$ cat src/rtl/div_if.sv
// Execute-stage request/response bundle for the iterative divider.
interface div_if #(
  parameter int unsigned WIDTH = 32
);
  logic             start;
  logic [2:0]       funct3E;
  logic [WIDTH-1:0] SrcAE;
  logic [WIDTH-1:0] SrcBE;
  logic             flush;
  logic             busy;
  logic             done;
  logic [WIDTH-1:0] result;

  modport master (
    output start, funct3E, SrcAE, SrcBE, flush,
    input  busy, done, result
  );

  modport slave (
    input  start, funct3E, SrcAE, SrcBE, flush,
    output busy, done, result
  );
endinterface

$ cat src/rtl/div_unit.sv
// Iterative restoring divider for RV32M div/divu/rem/remu, one quotient bit per cycle.
module div_unit #(
  parameter int unsigned WIDTH = 32
) (
  input  logic  clk,
  input  logic  reset,
  div_if.slave  bus
);

  localparam int unsigned CNT_W   = 6;
  localparam int unsigned SHIFT_W = WIDTH + 1;
  localparam int unsigned TRIAL_W = WIDTH + 2;

  typedef enum logic [1:0] {
    IDLE = 2'd0,
    CALC = 2'd1,
    DONE = 2'd2
  } state_t;

  state_t           state_q, state_d;
  logic [CNT_W-1:0] cnt_q, cnt_d;
  logic [WIDTH-1:0] rem_q, rem_d;
  logic [WIDTH-1:0] quo_q, quo_d;
  logic [WIDTH-1:0] dvs_q, dvs_d;
  logic [WIDTH-1:0] result_q, result_d;
  logic             rem_sel_q, rem_sel_d;
  logic             quo_neg_q, quo_neg_d;
  logic             rem_neg_q, rem_neg_d;
  logic             busy_q, busy_d;
  logic             done_q, done_d;

  logic               accept_c;
  logic               signed_op_c;
  logic [WIDTH-1:0]   a_abs_c, b_abs_c;
  logic [WIDTH-1:0]   min_int_c;
  logic [SHIFT_W-1:0] r_sh_c;
  logic [TRIAL_W-1:0] trial_c;
  logic [WIDTH-1:0]   r_new_c, q_new_c;

  // Operand conditioning for a request presented this cycle
  always_comb begin
    accept_c    = bus.start && bus.funct3E[2] && !bus.flush &&
                  ((state_q == IDLE) || (state_q == DONE));
    signed_op_c = !bus.funct3E[0];
    min_int_c   = {1'b1, (WIDTH-1)'(0)};
    a_abs_c     = (signed_op_c && bus.SrcAE[WIDTH-1]) ? -bus.SrcAE : bus.SrcAE;
    b_abs_c     = (signed_op_c && bus.SrcBE[WIDTH-1]) ? -bus.SrcBE : bus.SrcBE;
  end

  // One restoring step: shift {R,Q} left, subtract divisor, keep if non-negative
  always_comb begin
    r_sh_c  = {rem_q, quo_q[WIDTH-1]};
    trial_c = {1'b0, r_sh_c} - {2'b00, dvs_q};
    if (trial_c[TRIAL_W-1]) begin
      r_new_c = r_sh_c[WIDTH-1:0];
      q_new_c = {quo_q[WIDTH-2:0], 1'b0};
    end else begin
      r_new_c = trial_c[WIDTH-1:0];
      q_new_c = {quo_q[WIDTH-2:0], 1'b1};
    end
  end

  always_comb begin
    state_d   = state_q;
    cnt_d     = cnt_q;
    rem_d     = rem_q;
    quo_d     = quo_q;
    dvs_d     = dvs_q;
    result_d  = result_q;
    rem_sel_d = rem_sel_q;
    quo_neg_d = quo_neg_q;
    rem_neg_d = rem_neg_q;
    busy_d    = 1'b0;
    done_d    = 1'b0;

    unique case (state_q)
      IDLE, DONE: begin
        state_d = IDLE;
        if (accept_c) begin
          rem_sel_d = bus.funct3E[1];
          if (bus.SrcBE == '0) begin
            result_d = bus.funct3E[1] ? bus.SrcAE : '1;
            state_d  = DONE;
          end else if (signed_op_c && (bus.SrcAE == min_int_c) && (bus.SrcBE == '1)) begin
            result_d = bus.funct3E[1] ? '0 : min_int_c;
            state_d  = DONE;
          end else begin
            rem_d     = '0;
            quo_d     = a_abs_c;
            dvs_d     = b_abs_c;
            quo_neg_d = signed_op_c && (bus.SrcAE[WIDTH-1] ^ bus.SrcBE[WIDTH-1]);
            rem_neg_d = signed_op_c && bus.SrcAE[WIDTH-1];
            cnt_d     = '0;
            state_d   = CALC;
          end
        end
      end
      CALC: begin
        if (bus.flush) begin
          state_d = IDLE;
        end else begin
          rem_d = r_new_c;
          quo_d = q_new_c;
          cnt_d = cnt_q + CNT_W'(1);
          // Final step: sign-fix and publish in the same edge that enters DONE
          if (cnt_q == CNT_W'(WIDTH-1)) begin
            state_d  = DONE;
            result_d = rem_sel_q ? (rem_neg_q ? -r_new_c : r_new_c)
                                 : (quo_neg_q ? -q_new_c : q_new_c);
          end
        end
      end
      default: state_d = IDLE;
    endcase

    busy_d = (state_d == CALC);
    done_d = (state_d == DONE);
  end

  always_ff @(posedge clk or negedge reset) begin
    if (!reset) begin
      state_q   <= IDLE;
      cnt_q     <= '0;
      rem_q     <= '0;
      quo_q     <= '0;
      dvs_q     <= '0;
      result_q  <= '0;
      rem_sel_q <= 1'b0;
      quo_neg_q <= 1'b0;
      rem_neg_q <= 1'b0;
      busy_q    <= 1'b0;
      done_q    <= 1'b0;
    end else begin
      state_q   <= state_d;
      cnt_q     <= cnt_d;
      rem_q     <= rem_d;
      quo_q     <= quo_d;
      dvs_q     <= dvs_d;
      result_q  <= result_d;
      rem_sel_q <= rem_sel_d;
      quo_neg_q <= quo_neg_d;
      rem_neg_q <= rem_neg_d;
      busy_q    <= busy_d;
      done_q    <= done_d;
    end
  end

  assign bus.busy   = busy_q;
  assign bus.done   = done_q;
  assign bus.result = result_q;

endmodule

$ cat src/flat_wrapper.sv
// flat-port wrapper written by rule: the top's interface ports become plain ports
module div_unit_flat 
#(
  parameter int unsigned WIDTH = 32
)
  (clk, reset, bus_start, bus_funct3E, bus_SrcAE, bus_SrcBE, bus_flush, bus_busy, bus_done, bus_result);
  div_if #(.WIDTH(WIDTH)) bus_i ();
  input  logic clk;
  input  logic reset;
  input wire logic [$bits(bus_i.start)-1:0] bus_start;
  input wire logic [$bits(bus_i.funct3E)-1:0] bus_funct3E;
  input wire logic [$bits(bus_i.SrcAE)-1:0] bus_SrcAE;
  input wire logic [$bits(bus_i.SrcBE)-1:0] bus_SrcBE;
  input wire logic [$bits(bus_i.flush)-1:0] bus_flush;
  output wire logic [$bits(bus_i.busy)-1:0] bus_busy;
  output wire logic [$bits(bus_i.done)-1:0] bus_done;
  output wire logic [$bits(bus_i.result)-1:0] bus_result;
  assign bus_i.start = bus_start;
  assign bus_i.funct3E = bus_funct3E;
  assign bus_i.SrcAE = bus_SrcAE;
  assign bus_i.SrcBE = bus_SrcBE;
  assign bus_i.flush = bus_flush;
  assign bus_busy = bus_i.busy;
  assign bus_done = bus_i.done;
  assign bus_result = bus_i.result;
  div_unit #(.WIDTH(WIDTH)) u_core (.clk(clk), .reset(reset), .bus(bus_i));
endmodule
$ cat config.mk
export PLATFORM = sky130hd
export DESIGN_NAME = div_unit_flat
export DESIGN_NICKNAME = d
export VERILOG_FILES = /design/src/rtl/div_if.sv /design/src/rtl/div_unit.sv /design/src/flat_wrapper.sv
export SDC_FILE = /design/constraint.sdc
export NUM_CORES = 1
export LEC_CHECK = 0
export ABC_AREA = 1
export CORE_ASPECT_RATIO = 1.75
export CORE_MARGIN = 2
export CORE_UTILIZATION = 40
export CTS_BUF_LIST = sky130_fd_sc_hd__clkbuf_16
export CTS_CLUSTER_DIAMETER = 50
export DETAILED_ROUTE_END_ITERATION = 10
export DONT_BUFFER_PORTS = 1
export SLEW_MARGIN = 25
export SYNTH_ARGS = -nofsm -noshare
export SYNTH_HDL_FRONTEND = slang
export SYNTH_SLANG_ARGS = --single-unit
$ cat constraint.sdc
create_clock -name clk -period 3.3 [get_ports clk]
set_clock_uncertainty 0.1 [all_clocks]
set_input_delay 0.825 -clock clk [delete_from_list [all_inputs] [get_ports clk]]
set_output_delay 0.825 -clock clk [all_outputs]
set_load 0.02 [all_outputs]
==> key figures <==
Worst setup path
  • Cell count of the worst reg-to-reg path: 27
  • Crit path arrival time: 3860 ps
  • CP Max Fanout: 4
  • Worst Setup End Kind: register
  • RR Endpoint: u_core.bus.result[30]
  • Kind of critical path: register to register
  • R2R Setup Slk: -320 ps
  • Required time worst endpoint: 3550 ps
  • R2r startpoint: u_core.dvs_q[26]
  • CP Launch Type: register

Detailed routing
  • First-pass DRT Iterations: 5
  • Wire length per cell: 19.1 um
  • Via-per-instance ratio: 5.33
  • DRC violations left: 0
  • Routed Wire Length: 50700 um
  • Antenna-violating nets left: 0
  • First DRT Iteration DRCs: 743
  • Via count: 14200

STA
  • Final period util: 110%
  • Fin. Hold Viols: 120
  • Final setup fails: 28
  • RSZ-0062 raised after global routing: yes
  • Final Slew Violations: 0
  • WHS: -38.7 ps
  • Worst-margin pin slew: 776 ps
  • Worst Slack Setup Final: -318 ps
  • Tmin final: 3620 ps
  • Slew margin rel.: 47.8%
  • Fin Setup TNS: -4560 ps
  • Max Freq: 276 MHz

Layout
  • Layout cells sized above 1: 25.8%
  • Multi-input gate area: 0.00843 mm^2
  • Area growth syn-to-layout: 30.2%
  • Antenna cells: 0
  • FILL cells: 3169
  • Post-route cell area: 0.0165 mm^2
  • Sequential cell area: 0.00353 mm^2
  • Final-stage net count: 2358

Placement
  • Port bufs: 0
  • DP Area: 0.0153 mm^2
  • Routability cong.: 1.02
  • DP HPWL: 40100 um
  • Pre-CTS WS: -591 ps

Hold path
  • Hold Crit Class: primary input to async pin

Logic synthesis
  • Cell variety after synth: 53
  • Leading area contributor after synthesis: dfrtp_1
  • Netlist Area Pre-Place: 0.0127 mm^2
  • Post-synthesis mux area share: 0%
  • Post-synthesis simple-gate area fraction: 36.0%
  • #FFs+latches synth: 141
  • Post-Syn Nets: 2102
  • Largest family of logic cells by synthesized area: simple AND/OR/NAND/NOR gates
  • Top post-synthesis cells by area: dfrtp_1 28%, nand2_1 17%, inv_1 7.7%
  • Xor and xnor area share after synthesis: 5.19%
  • Top-area cell type share of the netlist area: 27.9%
  • Post-Synth Adder-Cell Area: 3.91%
  • Syn avg cell area: 6.36 um^2
  • YS warnings: 0
  • Post-Syn Instances: 1992
  • Synth Area in Compound Gates: 15.8%
  • Sequential fraction of the synthesis area: 27.9%

Pwr
  • PwrDens: 1200 mW/mm^2
  • Peak VDD IR: 0.000678 V
  • Power, Total: 19900 uW
  • Leak pwr: 0.00827 uW

Clocking
  • Clk slew on worst S/H paths: 60 ps
  • Root Driver: clkbuf_16
  • H-tree levels: 4
  • CTS Buffer Depth: 2
  • Clock Sinks: 141
  • CTS tree: yes
  • Worst-skew pair later-pin latency: 460 ps
  • CTS Buf Count: 17

Floorplanning
  • Initial core utilization: 40.4%
  • Chip width: 139 um
  • Die area: 0.0332 mm^2
  • Ports: 105
  • Core area: 0.0313 mm^2
  • DIE HEIGHT: 239 um
  • Row count: 86

Global route
  • Vias in the first global route: 14100
  • First-pass GRT wire length: 76600 um
  • Tot GR Track Use: 30.1%
  • Largest net degree at the start of global routing: 142
  • Congestion Overflow GR: 0
  • Initial antenna violation count: 1

Run status
  • Failing checks: negative hold slack, negative setup slack
  • Status: finished, violations left

Run
  • Max-cap viol count: 0
-- stage by stage --
step                      hold WS, ps  utilization (%)  cells
after global placement            372             48.8   2600
final                           -38.7             52.7   2657
after global routing            -54.8             52.7   2657
after detailed placement          373             48.8   2600
after CTS                       -57.0             51.4   2637
after floorplan                   353                -   1992
-- cells by family after synthesis --
| family | after synthesis |
|---|---|
| fa+ha+maj | 39 |
| compound gates | 355 |
| simple gates | 1038 |
| flops | 141 |
| buf+inv | 344 |
| xor+xnor | 75 |
-- critical path, cell delays in order (launching register included) --
cell     delay, ps
dfrtp_1        380
inv_2          100
ha_4           220
buf_4          150
nand2_2         80
nor2_2          60
nand2_2        100
a21oi_2         50
nor2_4         160
nand2_8         80
inv_6           60
ha_4           130
nand3_4         80
nor3_4         190
nand3_2        120
nor3_4         230
buf_6          150
nand2_4         50
nand2_4        100
o21ai_4         70
a21oi_2        170
o21ai_2        100
nor2_1         130
a21oi_1         80
a21oi_1        160
o21ai_1         80
nand2_1         60
nand2_1         40
-- power by group --
group	total, uW	switching, uW	leakage (uW)	internal [uW]
sequential	2800	620	0.00184	2180
clock	1860	831	0.000268	1030
combinational	15200	8660	0.00616	6540
-- cell usage in the layout (no fill, tap or decap), types with 9 or more instances in the layout --
master / n
nand3_2: 17
nand2_4: 10
dfrtp_1: 136
a21oi_1: 70
nand2_2: 67
clkbuf_16: 18
inv_2: 43
o21ai_1: 19
ha_4: 25
xnor2_1: 21
buf_4: 288
nand2_1: 535
buf_12: 10
o21ai_0: 171
nand3_1: 120
nor2_1: 160
xor2_1: 53
nor2_4: 12
a21oi_2: 9
a22oi_1: 31
o211ai_1: 9
inv_1: 230
nor3_1: 24
o21ai_2: 14
nand4_1: 32
nor2_2: 19
ha_1: 10
-- layout make-up --
type / instances / area share, %
tap: 396 / 3.00
inverter: 278 / 6.40
clock inverter: 15 / 0.743
multi-input combinational: 1507 / 51.1
timing repair buffer: 303 / 14.7
sequential: 141 / 21.4
clock buffer: 17 / 2.58
-- worst max-delay path by stage --
stage / cells past startpoint / slack (ps) / to / from
floorplan: 29 / -120 / u_core.bus.result[30] / u_core.rem_q[5]
global placement: 24 / -590 / u_core.bus.result[28] / u_core.dvs_q[27]
detailed placement: 24 / -590 / u_core.bus.result[28] / u_core.dvs_q[27]
CTS: 23 / -240 / u_core.bus.result[28] / u_core.dvs_q[27]
global route: 29 / -550 / u_core.bus.result[30] / u_core.rem_q[7]
finish: 27 / -320 / u_core.bus.result[30] / u_core.dvs_q[26]
-- per-layer routing --
layer  GRT usage [%]  vias up  routed length [um]  share of wire (%)
met5               0        -                  11              0.022
met4            22.8        2                4190                8.3
met3            3.52      175                1760                3.5
met2            57.7      426               27100                 54
met1            29.0     6606               17600                 35
li1                -     6945                   -                  -
-- what timing repair did --
action	CTS	global route
gates resized for setup	80	70
gates cloned	0	1
pin swaps	20	54
endpoints found under the hold margin	141	141
setup endpoints to repair	36	72
buffers inserted	8	21
-- synth_stat cells (all sizes together) --
cell and number:
nand2 613, inv 275, o21ai 205, nor2 191
dfrtp 141, nand3 141, a21oi 81, xor2 53
ha 38, clkbuf 34, buf 32, nand4 32
nor3 32, a22oi 31, xnor2 22, o211ai 9
nand3b 8, a31oi 7, nor4 7, and2 6
o22ai 6, o31ai 6, or2 4, a211oi 3
clkinv 3, and3 2, o21bai 2, o221ai 2
a21o 1, fa 1, nor4b 1, o2111ai 1
o41ai 1, or4 1
-- registers in the layout (all words and copies together), names as in the netlist --
name,cells
u_core.bus.result,32
u_core.dvs_q,32
u_core.quo_q,32
u_core.rem_q,32
u_core.cnt_q,6
u_core.state_q,2
u_core.bus.busy,1
u_core.bus.done,1
u_core.quo_neg_q,1
u_core.rem_neg_q,1
u_core.rem_sel_q,1
(Power assumes the default switching activity.)
